### src/rtl/game_select_ctrl_if.sv
// Bundle between the button/enable sources and the game-select controller:
// pulse and enable inputs toward the controller, selection, grants and display override back.
interface game_select_ctrl_if #(
  parameter int NUM_GAMES = 3
);
  logic                 switch_pulse;
  logic                 btn1_pulse;
  logic                 btn2_pulse;
  logic [NUM_GAMES-1:0] game_enable;
  logic [1:0]           game_sel;
  logic [NUM_GAMES-1:0] btn1_grant;
  logic [NUM_GAMES-1:0] btn2_grant;
  logic                 disp_override;
  logic [3:0]           disp_value;
  logic                 busy;

  modport master (
    output switch_pulse, btn1_pulse, btn2_pulse, game_enable,
    input  game_sel, btn1_grant, btn2_grant, disp_override, disp_value, busy
  );

  modport slave (
    input  switch_pulse, btn1_pulse, btn2_pulse, game_enable,
    output game_sel, btn1_grant, btn2_grant, disp_override, disp_value, busy
  );
endinterface

### src/rtl/game_select_ctrl.sv
// Game-select sequencer: picks the next enabled game, blanks the display, shows the
// new game number, then routes button pulses to the active game only.
module game_select_ctrl #(
  parameter int NUM_GAMES    = 3,
  parameter int BLANK_CYCLES = 4,
  parameter int SHOW_CYCLES  = 8
) (
  input  logic               clk,
  input  logic               rst_n,
  game_select_ctrl_if.slave  bus
);

  localparam int MAX_CYCLES = (BLANK_CYCLES > SHOW_CYCLES) ? BLANK_CYCLES : SHOW_CYCLES;
  localparam int CNT_W      = $clog2(MAX_CYCLES + 1);

  localparam logic [CNT_W-1:0] BLANK_LOAD = CNT_W'(BLANK_CYCLES);
  localparam logic [CNT_W-1:0] SHOW_LOAD  = CNT_W'(SHOW_CYCLES);
  localparam logic [3:0]       BLANK_CODE = 4'd12;

  typedef enum logic [1:0] {
    PLAY  = 2'd0,
    BLANK = 2'd1,
    SHOW  = 2'd2
  } state_t;

  state_t           state_q, state_d;
  logic [1:0]       sel_q, sel_d;
  logic [CNT_W-1:0] cnt_q, cnt_d;

  logic             cur_en;
  logic             any_en;
  logic             start_switch;
  logic             grant_ok;
  logic [1:0]       next_sel;
  logic             disp_override;
  logic [3:0]       disp_value;
  logic             busy;
  logic [NUM_GAMES-1:0] btn1_grant;
  logic [NUM_GAMES-1:0] btn2_grant;

  // Enable bit at a runtime index, expressed with constant bit selects only.
  function automatic logic enabled_at(input logic [NUM_GAMES-1:0] mask, input logic [2:0] idx);
    logic r;
    r = 1'b0;
    for (int j = 0; j < NUM_GAMES; j++) begin
      if (idx == 3'(j)) r = mask[j];
    end
    return r;
  endfunction

  assign any_en = |bus.game_enable;

  always_comb begin
    cur_en = enabled_at(bus.game_enable, {1'b0, sel_q});
  end

  // Scan sel+1, sel+2, ... modulo NUM_GAMES; the last candidate is sel itself.
  always_comb begin
    logic       found;
    logic [2:0] idx;
    next_sel = sel_q;
    found    = 1'b0;
    for (int k = 1; k <= NUM_GAMES; k++) begin
      idx = {1'b0, sel_q} + 3'(k);
      if (idx >= 3'(NUM_GAMES)) idx = idx - 3'(NUM_GAMES);
      if (!found && enabled_at(bus.game_enable, idx)) begin
        next_sel = idx[1:0];
        found    = 1'b1;
      end
    end
  end

  // A disabled current game triggers the same transition as an explicit switch.
  assign start_switch = (state_q == PLAY) && any_en && (bus.switch_pulse || !cur_en);
  assign grant_ok     = (state_q == PLAY) && cur_en && !bus.switch_pulse;

  always_comb begin
    btn1_grant = '0;
    btn2_grant = '0;
    for (int i = 0; i < NUM_GAMES; i++) begin
      if (grant_ok && (sel_q == 2'(i))) begin
        btn1_grant[i] = bus.btn1_pulse;
        btn2_grant[i] = bus.btn2_pulse;
      end
    end
  end

  // NOTE: every signal written here gets a default first, so no path leaves it
  // unassigned and no latch is inferred.
  always_comb begin
    state_d       = state_q;
    sel_d         = sel_q;
    cnt_d         = cnt_q;
    disp_override = 1'b0;
    disp_value    = 4'd0;
    busy          = 1'b0;

    case (state_q)
      PLAY: begin
        if (start_switch) begin
          sel_d   = next_sel;
          state_d = BLANK;
          cnt_d   = BLANK_LOAD;
        end
      end

      BLANK: begin
        disp_override = 1'b1;
        disp_value    = BLANK_CODE;
        busy          = 1'b1;
        if (cnt_q <= CNT_W'(1)) begin
          state_d = SHOW;
          cnt_d   = SHOW_LOAD;
        end else begin
          cnt_d = cnt_q - CNT_W'(1);
        end
      end

      SHOW: begin
        disp_override = 1'b1;
        disp_value    = {2'b00, sel_q} + 4'd1;
        busy          = 1'b1;
        if (cnt_q <= CNT_W'(1)) begin
          state_d = PLAY;
          cnt_d   = '0;
        end else begin
          cnt_d = cnt_q - CNT_W'(1);
        end
      end

      default: begin
        state_d = PLAY;
        cnt_d   = '0;
      end
    endcase
  end

  // NOTE: state registers use non-blocking assignments so every flop samples the
  // pre-edge values; reset is synchronous and overrides any transition in flight.
  always_ff @(posedge clk) begin
    if (!rst_n) begin
      state_q <= PLAY;
      sel_q   <= 2'd0;
      cnt_q   <= '0;
    end else begin
      state_q <= state_d;
      sel_q   <= sel_d;
      cnt_q   <= cnt_d;
    end
  end

  assign bus.game_sel      = sel_q;
  assign bus.btn1_grant    = btn1_grant;
  assign bus.btn2_grant    = btn2_grant;
  assign bus.disp_override = disp_override;
  assign bus.disp_value    = disp_value;
  assign bus.busy          = busy;

endmodule

### src/flat_wrapper.sv
// flat-port wrapper written by rule: the top's interface ports become plain ports
module game_select_ctrl_flat 
#(
  parameter int NUM_GAMES    = 3,
  parameter int BLANK_CYCLES = 4,
  parameter int SHOW_CYCLES  = 8
)
  (clk, rst_n, bus_switch_pulse, bus_btn1_pulse, bus_btn2_pulse, bus_game_enable, bus_game_sel, bus_btn1_grant, bus_btn2_grant, bus_disp_override, bus_disp_value, bus_busy);
  game_select_ctrl_if #(.NUM_GAMES(NUM_GAMES)) bus_i ();
  input  logic clk;
  input  logic rst_n;
  input wire logic [$bits(bus_i.switch_pulse)-1:0] bus_switch_pulse;
  input wire logic [$bits(bus_i.btn1_pulse)-1:0] bus_btn1_pulse;
  input wire logic [$bits(bus_i.btn2_pulse)-1:0] bus_btn2_pulse;
  input wire logic [$bits(bus_i.game_enable)-1:0] bus_game_enable;
  output wire logic [$bits(bus_i.game_sel)-1:0] bus_game_sel;
  output wire logic [$bits(bus_i.btn1_grant)-1:0] bus_btn1_grant;
  output wire logic [$bits(bus_i.btn2_grant)-1:0] bus_btn2_grant;
  output wire logic [$bits(bus_i.disp_override)-1:0] bus_disp_override;
  output wire logic [$bits(bus_i.disp_value)-1:0] bus_disp_value;
  output wire logic [$bits(bus_i.busy)-1:0] bus_busy;
  assign bus_i.switch_pulse = bus_switch_pulse;
  assign bus_i.btn1_pulse = bus_btn1_pulse;
  assign bus_i.btn2_pulse = bus_btn2_pulse;
  assign bus_i.game_enable = bus_game_enable;
  assign bus_game_sel = bus_i.game_sel;
  assign bus_btn1_grant = bus_i.btn1_grant;
  assign bus_btn2_grant = bus_i.btn2_grant;
  assign bus_disp_override = bus_i.disp_override;
  assign bus_disp_value = bus_i.disp_value;
  assign bus_busy = bus_i.busy;
  game_select_ctrl #(.NUM_GAMES(NUM_GAMES), .BLANK_CYCLES(BLANK_CYCLES), .SHOW_CYCLES(SHOW_CYCLES)) u_core (.clk(clk), .rst_n(rst_n), .bus(bus_i));
endmodule
### config.mk
export PLATFORM = sky130hd
export DESIGN_NAME = game_select_ctrl_flat
export DESIGN_NICKNAME = d
export VERILOG_FILES = /design/src/rtl/game_select_ctrl_if.sv /design/src/rtl/game_select_ctrl.sv /design/src/flat_wrapper.sv
export SDC_FILE = /design/constraint.sdc
export NUM_CORES = 1
export LEC_CHECK = 0
export BUFFER_PORTS_ARGS = -buffer_cell sky130_fd_sc_hd__buf_4
export CAP_MARGIN = 15
export CORE_AREA = 2 2 47 49
export DETAILED_ROUTE_END_ITERATION = 8
export DIE_AREA = 0 0 49 51
export GPL_TIMING_DRIVEN = 1
export PLACE_DENSITY = 0.7
export SETUP_SLACK_MARGIN = 0.3
export SYNTH_ARGS = -nofsm -noshare
export SYNTH_HDL_FRONTEND = slang
export SYNTH_SLANG_ARGS = --single-unit
export TNS_END_PERCENT = 30
### constraint.sdc
create_clock -name clk -period 1.87 [get_ports clk]
set_clock_uncertainty 0.05 [all_clocks]
set_input_delay 0.374 -clock clk [delete_from_list [all_inputs] [get_ports clk]]
set_output_delay 0.374 -clock clk [all_outputs]
set_load 0.01 [all_outputs]
==> results of run 1 <==
[cell usage after synthesis, drive strengths merged (2+ instances only)]
cell	count	area share, %
o32a	2	2.3
nand2	4	1.8
nor3	7	4.7
a21oi	8	5.1
nand2b	3	2.2
nand3b	3	4.1
nand3	3	1.8
o21ai	4	2.3
buf	2	1.8
mux2i	2	2.3
inv	10	4.4
dfxtp	8	19
a31oi	2	3.2
ha	12	18
a21boi	2	1.8
a211oi	2	3.2
nor2b	3	3.1
nor2	13	5.7
[final timing paths]
| check | start | to | cells after the start |
|---|---|---|---|
| setup / recovery | u_core.bus.game_sel[1] | bus_btn1_grant[1] | 7 |
| setup reg to reg | u_core.bus.game_sel[1] | u_core.cnt_q[3] | 9 |
| hold / removal | rst_n | u_core.cnt_q[3] | 2 |
| hold reg to reg | u_core.state_q[1] | u_core.state_q[1] | 2 |
[report_power, final]
group / internal [uW] / leakage [uW] / switching (uW)
Combinational: 817 / 0.000464 / 758
Clock: 82.0 / 0.0000150 / 65.0
Sequential: 252 / 0.0000678 / 93.1
[routing by layer]
| layer | GRT usage (%) | share of wire, % | vias to the layer above |
|---|---|---|---|
| met5 | 0 | 0 | - |
| met4 | 5.24 | 0.72 | 0 |
| met3 | 4.68 | 5.0 | 4 |
| met2 | 34.2 | 52 | 21 |
| met1 | 22.6 | 42 | 423 |
| li1 | - | - | 442 |
[per-stage QoR]
step / cells / setup WS (ps) / utilization (%) / hold WS (ps)
6_report: 169 / -281 / 65.9 / 342
2_1_floorplan: 102 / -68.4 / - / 434
3_3_place_gp: 163 / -38.5 / 59.5 / 471
3_5_place_dp: 163 / -97.6 / 59.5 / 480
5_1_grt: 169 / -345 / 65.9 / 335
4_1_cts: 168 / -313 / 64.3 / 339
[repair_timing]
action,4_1_cts,5_1_grt
gates resized for setup,16,4
pin swaps,8,1
setup buffers,1,1
endpoints found under the setup margin,20,20
endpoints found under the hold margin,0,0
[state kept, by name (all words and copies together), names as in the netlist]
register             count
u_core.bus.game_sel      2
u_core.cnt_q             4
u_core.state_q           2
[worst max-delay path, stage by stage (launching register included)]
cell	delay, ps
dfxtp_4	380
inv_4	50
ha_4	160
nand3b_4	160
a211oi_4	330
nand3_4	160
nor2_4	110
buf_6	110
[layout make-up]
cell class,count,area [sq um],area share [%]
well taps,28,35.0,2.58
flip-flops and latches,8,170,12.5
inverters,10,42.5,3.13
multi-input cells,82,777,57.2
repair buffers,37,308,22.7
clock buffers,4,26.3,1.93
[cell families after synthesis]
logic type               after synthesis  share of synthesized area, %
flip-flops                             8                          18.8
multiplexers                           2                          2.35
buffers and inverters                 12                          6.17
AO/OA/AOI/OAI                         26                          25.1
AND/OR/NAND/NOR                       42                          30.0
adder cells (fa/ha/maj)               12                          17.6
==> results.md, run 1 <==
* Setup crit start kind: flop
* Initial core utilization at 41.3%
* Initial DRC count at 13
* Syn_nets at 122
* Final setup margin at -281 ps
* Final-layout fill cell count at 181
* Most frequent cells in the layout: 29 x buf_4, 8 x inv_1, 8 x buf_6
* Clock net sink count at 8
* Max Cap Viol at 0
* Peak Freq at 465 MHz
* Cts bufs inserted at 3
* Post-detailed-route wirelength per cell at 13.1 um
* Clk_lat worst skew at 260 ps
* Slew margin rel. at 69.8%
* Routability cong. at 0.837
* R2R Setup Slk at -100 ps
* Post-DP HPWL at 1.75 mm
* Synth unique cells at 37
* Layout cells sized above 1 at 49.6%
* Post-synth EDFFs at 0
* Failing checks: negative setup slack
* Total die area at 0.00250 sq mm
* FF+latch count, synth at 8
* Setup_tns at -1980 ps
* Placement Rows at 17
* Vias/cell at 5.27
* Nets at 162
* CTS tree: done
* Ys async rst share at 0%
* # IOs at 22
* Largest net degree at the start of global routing at 8
* Root Buffer: clkbuf_4
* Synthesized area at 852 sq um
* Minimum clock period at 2150 ps
* Slew @ Worst Pin at 452 ps
* Total GRT Usage at 19.1%
* Grt ovf at 0
* Worst IR drop on VDD at 1.19 mV
* Synth Flop Type: dfxtp_1
* Slew Limit Fails at 0
* CP Data Arrival Time at 1730 ps
* Mapped Cells at 102
* Final period util at 115%
* Worst Path Required at 1450 ps
* First-pass GRT wire length at 3.75 mm
* Worst hold path class: in2reg
* Area after DPL at 0.00123 sq mm
* Routed wire length at 2.22 mm
* DRC viols at 0
* Leakage at 0.000547 uW
* Die span in x at 49 um
* Clock transition at path regs at 60 ps
* Endpoints failing setup at 13
* Via count at 890
* Synth warn at 0
* Clock H-tree levels at 1
* Core area at 0.00206 sq mm
* PD cells at 1520 mW/mm^2
* Sequential area share after synthesis at 18.8%
* Avg Cell Area, Syn at 8.35 sq um
* Final Hold Viols at 0
* Power, Total at 2070 uW
* # hold bufs at CTS at 0
* Status: finished, violations left
* Vias in the first global route at 865
* WS Path Type: reg2out
* Kind of end point of the critical path: primary output
* Post-route ant nets at 0
* Area grow syn2layout at 59.5%
* N_diodes at 0
* Unrepaired setup endpoints after global routing: yes
* Crit path max fanout at 3
* Commonest non-fill, non-tap cell in the layout: buf_4
* Die Y-Extent at 51 um
* Initial antenna violation count at 0
* Port bufs at 21
* Finished Cell Area at 0.00136 sq mm
* Max clock buf depth at 2
* 1st-pass router iterations at 4
No activity file was read; power rests on OpenSTA's default activity.
==> run 2, diff against run 1 <==
--- a/config.mk
+++ b/config.mk
@@ -13,6 +13,7 @@
 export GPL_TIMING_DRIVEN = 1
 export PLACE_DENSITY = 0.7
 export SETUP_SLACK_MARGIN = 0.3
+export SKIP_LAST_GASP = 1
 export SYNTH_ARGS = -nofsm -noshare
 export SYNTH_HDL_FRONTEND = slang
 export SYNTH_SLANG_ARGS = --single-unit
==> run 2 against run 1 <==
Compared with the run above:
- highest routed layer unchanged
- register-to-register slack got worse by 40 ps
- largest power group unchanged
- the run still ends with negative setup slack left
- total power fell by 5.3%
- worst setup slack got worse by 18 ps
- via count fell by 4.0%
- sequential share of layout area rose by 0.47 points
- cell count fell by 0.59%
==> results.md, run 2 (synthesis gave the netlist of run 1 again) <==
* Post-DP HPWL at 1.75 mm (unchanged)
* Hold Path Depth at 2 (unchanged)
* Port bufs at 21 (unchanged)
* Endpoints failing setup at 14 (was 13)
* Peak Freq at 461 MHz (was 465 MHz)
* # IOs at 22 (unchanged)
* Leakage at 0.000534 uW (was 0.000547 uW)
* PD cells at 1520 mW/mm^2 (about the same)
* Nets at 161 (was 162)
* Kind of end point of the critical path: primary output (unchanged)
* Core area at 0.00206 sq mm (unchanged)
* # hold bufs at CTS at 0 (unchanged)
* Status: finished, violations left (unchanged)
* Power, Total at 1960 uW (was 2070 uW)
* Final-layout fill cell count at 199 (was 181)
* Vias in the first global route at 855 (was 865)
* Worst Reg-to-Reg Cells at 9 (unchanged)
* Commonest non-fill, non-tap cell in the layout: buf_4 (unchanged)
* N_diodes at 0 (unchanged)
* Total GRT Usage at 19.2% (was 19.1%)
* Area grow syn2layout at 51.4% (was 59.5%)
* Vias/cell at 5.08 (was 5.27)
* Die Y-Extent at 51 um (unchanged)
* Biggest register: u_core.cnt_q (unchanged)
* WS Path Type: reg2out (unchanged)
* Worst hold path class: in2reg (unchanged)
* Max reg flops at 4 (unchanged)
* Slew margin rel. at 69.5% (was 69.8%)
* Setup crit start kind: flop (unchanged)
* Minimum clock period at 2170 ps (was 2150 ps)
* Layout cells sized above 1 at 45.0% (was 49.6%)
* Slew @ Worst Pin at 456 ps (was 452 ps)
* Failing checks: negative setup slack (unchanged)
* Initial antenna violation count at 0 (unchanged)
* First-pass GRT wire length at 3.77 mm (was 3.75 mm)
* Die span in x at 49 um (unchanged)
* Clk_lat worst skew at 260 ps (about the same)
* Clock net sink count at 8 (unchanged)
* Max clock buf depth at 2 (unchanged)
* Final period util at 116% (was 115%)
* Placement Rows at 17 (unchanged)
* Finished Cell Area at 0.00129 sq mm (was 0.00136 sq mm)
* Root Buffer: clkbuf_4 (unchanged)
* Initial core utilization at 41.3% (unchanged)
* DRC viols at 0 (unchanged)
* Max Cap Viol at 0 (unchanged)
* Worst Path Required at 1450 ps (about the same)
* Clock H-tree levels at 1 (unchanged)
* Clock transition at path regs at 70 ps (was 60 ps)
* CTS tree: done (unchanged)
* Cts bufs inserted at 3 (unchanged)
* Post-detailed-route wirelength per cell at 13.0 um (was 13.1 um)
* Crit path max fanout at 4 (was 3)
* Post-route ant nets at 0 (unchanged)
* Initial DRC count at 14 (was 13)
* Routability cong. at 0.837 (unchanged)
* Via count at 854 (was 890)
* Total die area at 0.00250 sq mm (unchanged)
* CP Data Arrival Time at 1750 ps (was 1730 ps)
* Largest net degree at the start of global routing at 8 (unchanged)
* Area after DPL at 0.00123 sq mm (unchanged)
* Final setup margin at -300 ps (was -281 ps)
* Most frequent cells in the layout: 35 x buf_4, 9 x ha_1, 8 x inv_1 (was 29 x buf_4, 8 x inv_1, 8 x buf_6)
* Routed wire length at 2.18 mm (was 2.22 mm)
* Grt ovf at 0 (unchanged)
* Slew Limit Fails at 0 (unchanged)
* Final Hold Viols at 0 (unchanged)
* Worst IR drop on VDD at 1.03 mV (was 1.19 mV)
* Unrepaired setup endpoints after global routing: yes (unchanged)
* 1st-pass router iterations at 4 (unchanged)
[run 2: final cells by class]
cell class	count	area, sq um	share of cell area [%]
clock buffers	4	26.3	2.04
inverters	10	40.0	3.10
multi-input cells	82	747	57.9
flip-flops and latches	8	168	13.0
well taps	28	35.0	2.72
repair buffers	36	274	21.2
[run 2: timing repair]
| item | in CTS | in global routing |
|---|---|---|
| pin swaps | 3 | 0 |
| buffers inserted | 1 | 0 |
| resized for setup | 5 | 0 |
| cloned | 0 | 0 |
| setup endpoints to repair | 20 | 20 |
[run 2: critical path: stages (launching register included)]
cell and delay (ps):
dfxtp_4 380, inv_4 60, ha_4 160, nand3b_4 160
a211oi_4 330, nand3_4 170, nor2_4 110, buf_4 120
[run 2: final timing paths]
| check | slack [ps] | end | start |
|---|---|---|---|
| worst max register to register | -140 | u_core.cnt_q[3] | u_core.bus.game_sel[1] |
| worst max-delay path | -300 | bus_btn2_grant[1] | u_core.bus.game_sel[1] |
| worst min register to register | 490 | u_core.state_q[0] | u_core.state_q[0] |
| worst min-delay path | 340 | u_core.cnt_q[3] | rst_n |
[run 2: through the flow]
step                      instances  hold WS (ps)  setup TNS (ps)  utilization (%)  setup WS, ps
after floorplan                 102           434            -297                -         -68.4
after global placement          163           471            -160             59.5         -38.5
after detailed placement        163           480            -667             59.5         -97.6
after CTS                       168           339           -2580             62.5          -313
after global routing            168           335           -3860             62.5          -379
final                           168           342           -2480             62.5          -300
[run 2: power by group]
part / switching [uW] / leakage, uW / internal [uW] / total [uW]
combinational: 737 / 0.000452 / 740 / 1480
sequential: 85.3 / 0.0000672 / 247 / 333
clock: 66.7 / 0.0000150 / 82.0 / 149
[run 2: metal layers]
layer	vias up	wire length (um)	global-route usage, %
li1	435	-	-
met1	407	982	23.1
met2	10	1110	35.2
met3	2	81	4.39
met4	0	9	3.33
met5	-	0	0
==> run 3, diff against run 2 <==
--- a/config.mk
+++ b/config.mk
@@ -7,11 +7,10 @@
 export LEC_CHECK = 0
 export BUFFER_PORTS_ARGS = -buffer_cell sky130_fd_sc_hd__buf_4
 export CAP_MARGIN = 15
-export CORE_AREA = 2 2 47 49
+export CORE_AREA = 2 2 58 60
 export DETAILED_ROUTE_END_ITERATION = 8
-export DIE_AREA = 0 0 49 51
+export DIE_AREA = 0 0 60 62
 export GPL_TIMING_DRIVEN = 1
-export PLACE_DENSITY = 0.7
 export SETUP_SLACK_MARGIN = 0.3
 export SKIP_LAST_GASP = 1
 export SYNTH_ARGS = -nofsm -noshare
==> run 3 against run 2 <==
Compared with the run above:
- the run still ends with negative setup slack left
- non-clock buffer count down 1
- core utilization is 21 points lower
- clock power grew 8%
- maximum frequency fell by 1.8%
- cell count rose by 10%
- final area is 1.5% higher
- combinational power about the same
- sequential power is essentially flat
- clock-buffer cell count unchanged
- total power decreased by 0.16%
- critical path type unchanged
==> results.md, run 3 (synthesis gave the netlist of run 1 again) <==
* Total GRT Usage at 14.2% (was 19.2%)
* R2r startpoint: u_core.bus.game_sel[1] (unchanged)
* Post-detailed-route wirelength per cell at 12.1 um (was 13.0 um)
* Worst Path Required at 1450 ps (about the same)
* Core area at 0.00318 sq mm (was 0.00206 sq mm)
* # IOs at 22 (unchanged)
* Initial antenna violation count at 0 (unchanged)
* Minimum clock period at 2210 ps (was 2170 ps)
* Total die area at 0.00372 sq mm (was 0.00250 sq mm)
* Worst path slowest cell: dfxtp_4 (unchanged)
* Area grow syn2layout at 53.6% (was 51.4%)
* Commonest non-fill, non-tap cell in the layout: buf_4 (unchanged)
* Critical path depth at 7 (unchanged)
* Port bufs at 21 (unchanged)
* Slew margin rel. at 77.6% (was 69.5%)
* WS Path Type: reg2out (unchanged)
* Uppermost layer routed: met4 (unchanged)
* Reg-to-reg endpoint: u_core.cnt_q[3] (unchanged)
* Critical path cell sequence: inv_4 > ha_4 > nand3b_4 > a211oi_4 > nand3_4 > nor2_4 > buf_6 (was inv_4 > ha_4 > nand3b_4 > a211oi_4 > nand3_4 > nor2_4 > buf_4)
* Post-route ant nets at 0 (unchanged)
* CP peak stage delay at 390 ps (was 380 ps)
* Worst hold path class: in2reg (unchanged)
* Crit path to: bus_btn1_grant[2] (was bus_btn2_grant[1])
* DRC viols at 0 (unchanged)
* First-pass GRT wire length at 3.84 mm (was 3.77 mm)
* Crit path max fanout at 4 (unchanged)
* Final setup margin at -340 ps (was -300 ps)
* Worst Reg-to-Reg Cells at 8 (was 9)
* Clk_lat worst skew at 270 ps (was 260 ps)
* Vias/cell at 4.78 (was 5.08)
* Min-delay src: rst_n (unchanged)
* Worst path bufs/invs at 2 (unchanged)
* Most frequent cells in the layout: 33 x buf_4, 9 x ha_1, 8 x inv_1 (was 35 x buf_4, 9 x ha_1, 8 x inv_1)
* Clock net sink count at 8 (unchanged)
* Final Hold Viols at 0 (unchanged)
* Setup crit start kind: flop (unchanged)
* Routed wl met3 at 92 um (was 81 um)
* # hold bufs at CTS at 0 (unchanged)
* Cts bufs inserted at 3 (unchanged)
* PD cells at 1490 mW/mm^2 (was 1520 mW/mm^2)
* Kind of cell adding the most delay to the critical path: simple AND/OR/NAND/NOR gates (unchanged)
* CP Data Arrival Time at 1790 ps (was 1750 ps)
* Slew Limit Fails at 0 (unchanged)
* Failing checks: negative setup slack (unchanged)
* Max clock buf depth at 2 (unchanged)
* Die Y-Extent at 62 um (was 51 um)
* WL met2 at 1.23 mm (was 1.11 mm)
* Routed wire length at 2.24 mm (was 2.18 mm)
* Initial DRC count at 53 (was 14)
* Biggest register: u_core.cnt_q (unchanged)
* Largest net degree at the start of global routing at 8 (unchanged)
* Endpoints failing setup at 11 (was 14)
* Die span in x at 60 um (was 49 um)
* Status: finished, violations left (unchanged)
* CTS tree: done (unchanged)
* Nets at 160 (was 161)
* Worst IR drop on VDD at 0.541 mV (was 1.03 mV)
* Crit path from: u_core.bus.game_sel[1] (unchanged)
* Root Buffer: clkbuf_4 (unchanged)
* Max Cap Viol at 0 (unchanged)
* Routability cong. at 0.782 (was 0.837)
* Setup_tns at -2180 ps (was -2480 ps)
* Vias in the first global route at 859 (was 855)
* Peak Freq at 453 MHz (was 461 MHz)
* Max reg flops at 4 (unchanged)
* Initial core utilization at 26.8% (was 41.3%)
* Post-DP HPWL at 1.82 mm (was 1.75 mm)
* Placement Rows at 21 (was 17)
* Grt ovf at 0 (unchanged)
* Layout cells sized above 1 at 44.6% (was 45.0%)
* Unrepaired setup endpoints after global routing: yes (unchanged)
* Via count at 885 (was 854)
* N_diodes at 0 (unchanged)
* Clock transition at path regs at 60 ps (was 70 ps)
* Leakage at 0.000530 uW (was 0.000534 uW)
* Power, Total at 1950 uW (was 1960 uW)
* WL met1 at 907 um (was 982 um)
* Final period util at 118% (was 116%)
* Kind of end point of the critical path: primary output (unchanged)
* 1st-pass router iterations at 4 (unchanged)
* R2R Setup Slk at -70 ps (was -140 ps)
* Slew @ Worst Pin at 335 ps (was 456 ps)
* Clock H-tree levels at 1 (unchanged)
[run 3: report_power, final]
| group | total [uW] | switching, uW | internal, uW |
|---|---|---|---|
| registers | 331 | 84.0 | 247 |
| clock network | 161 | 78.0 | 82.8 |
| logic | 1460 | 735 | 727 |
[run 3: cell type report]
class / count / area, sq um
Timing Repair Buffer: 35 / 270
Clock buffer: 4 / 26.3
Sequential cell: 8 / 168
Tap cell: 46 / 57.6
Multi-Input combinational cell: 82 / 747
Inverter: 10 / 40.0
Fill cell: 317 / 1870
[run 3: through the flow]
stage	util [%]	instances	hold slack, ps	instance area, sq um	setup slack [ps]
after floorplan	-	102	434	945	-68.4
after global placement	38.6	178	462	1230	-59.8
after detailed placement	38.6	178	480	1230	-94.5
after CTS	40.3	182	323	1280	-361
after global routing	41.2	185	348	1310	-437
final	41.2	185	326	1310	-340
[run 3: how the worst min path moves through the flow]
stage                        end  slack [ps]  cells after the start
6_report         u_core.cnt_q[3]         330                      2
5_1_grt          u_core.cnt_q[3]         350                      2
2_1_floorplan  u_core.state_q[0]         430                      2
3_3_place_gp   u_core.state_q[0]         460                      2
4_1_cts          u_core.cnt_q[3]         320                      2
3_5_place_dp   u_core.state_q[0]         480                      2
[run 3: timing repair]
action / 4_1_cts / 5_1_grt
setup endpoints to repair: 20 / 20
setup buffers: 0 / 3
resized for setup: 5 / 1
pin swaps: 4 / 1
[run 3: layer usage]
layer  vias up  track usage (%)
li1        441                -
met1       420             15.0
met2        22             26.4
met3         2             4.55
met4         0             5.08
met5         -                0
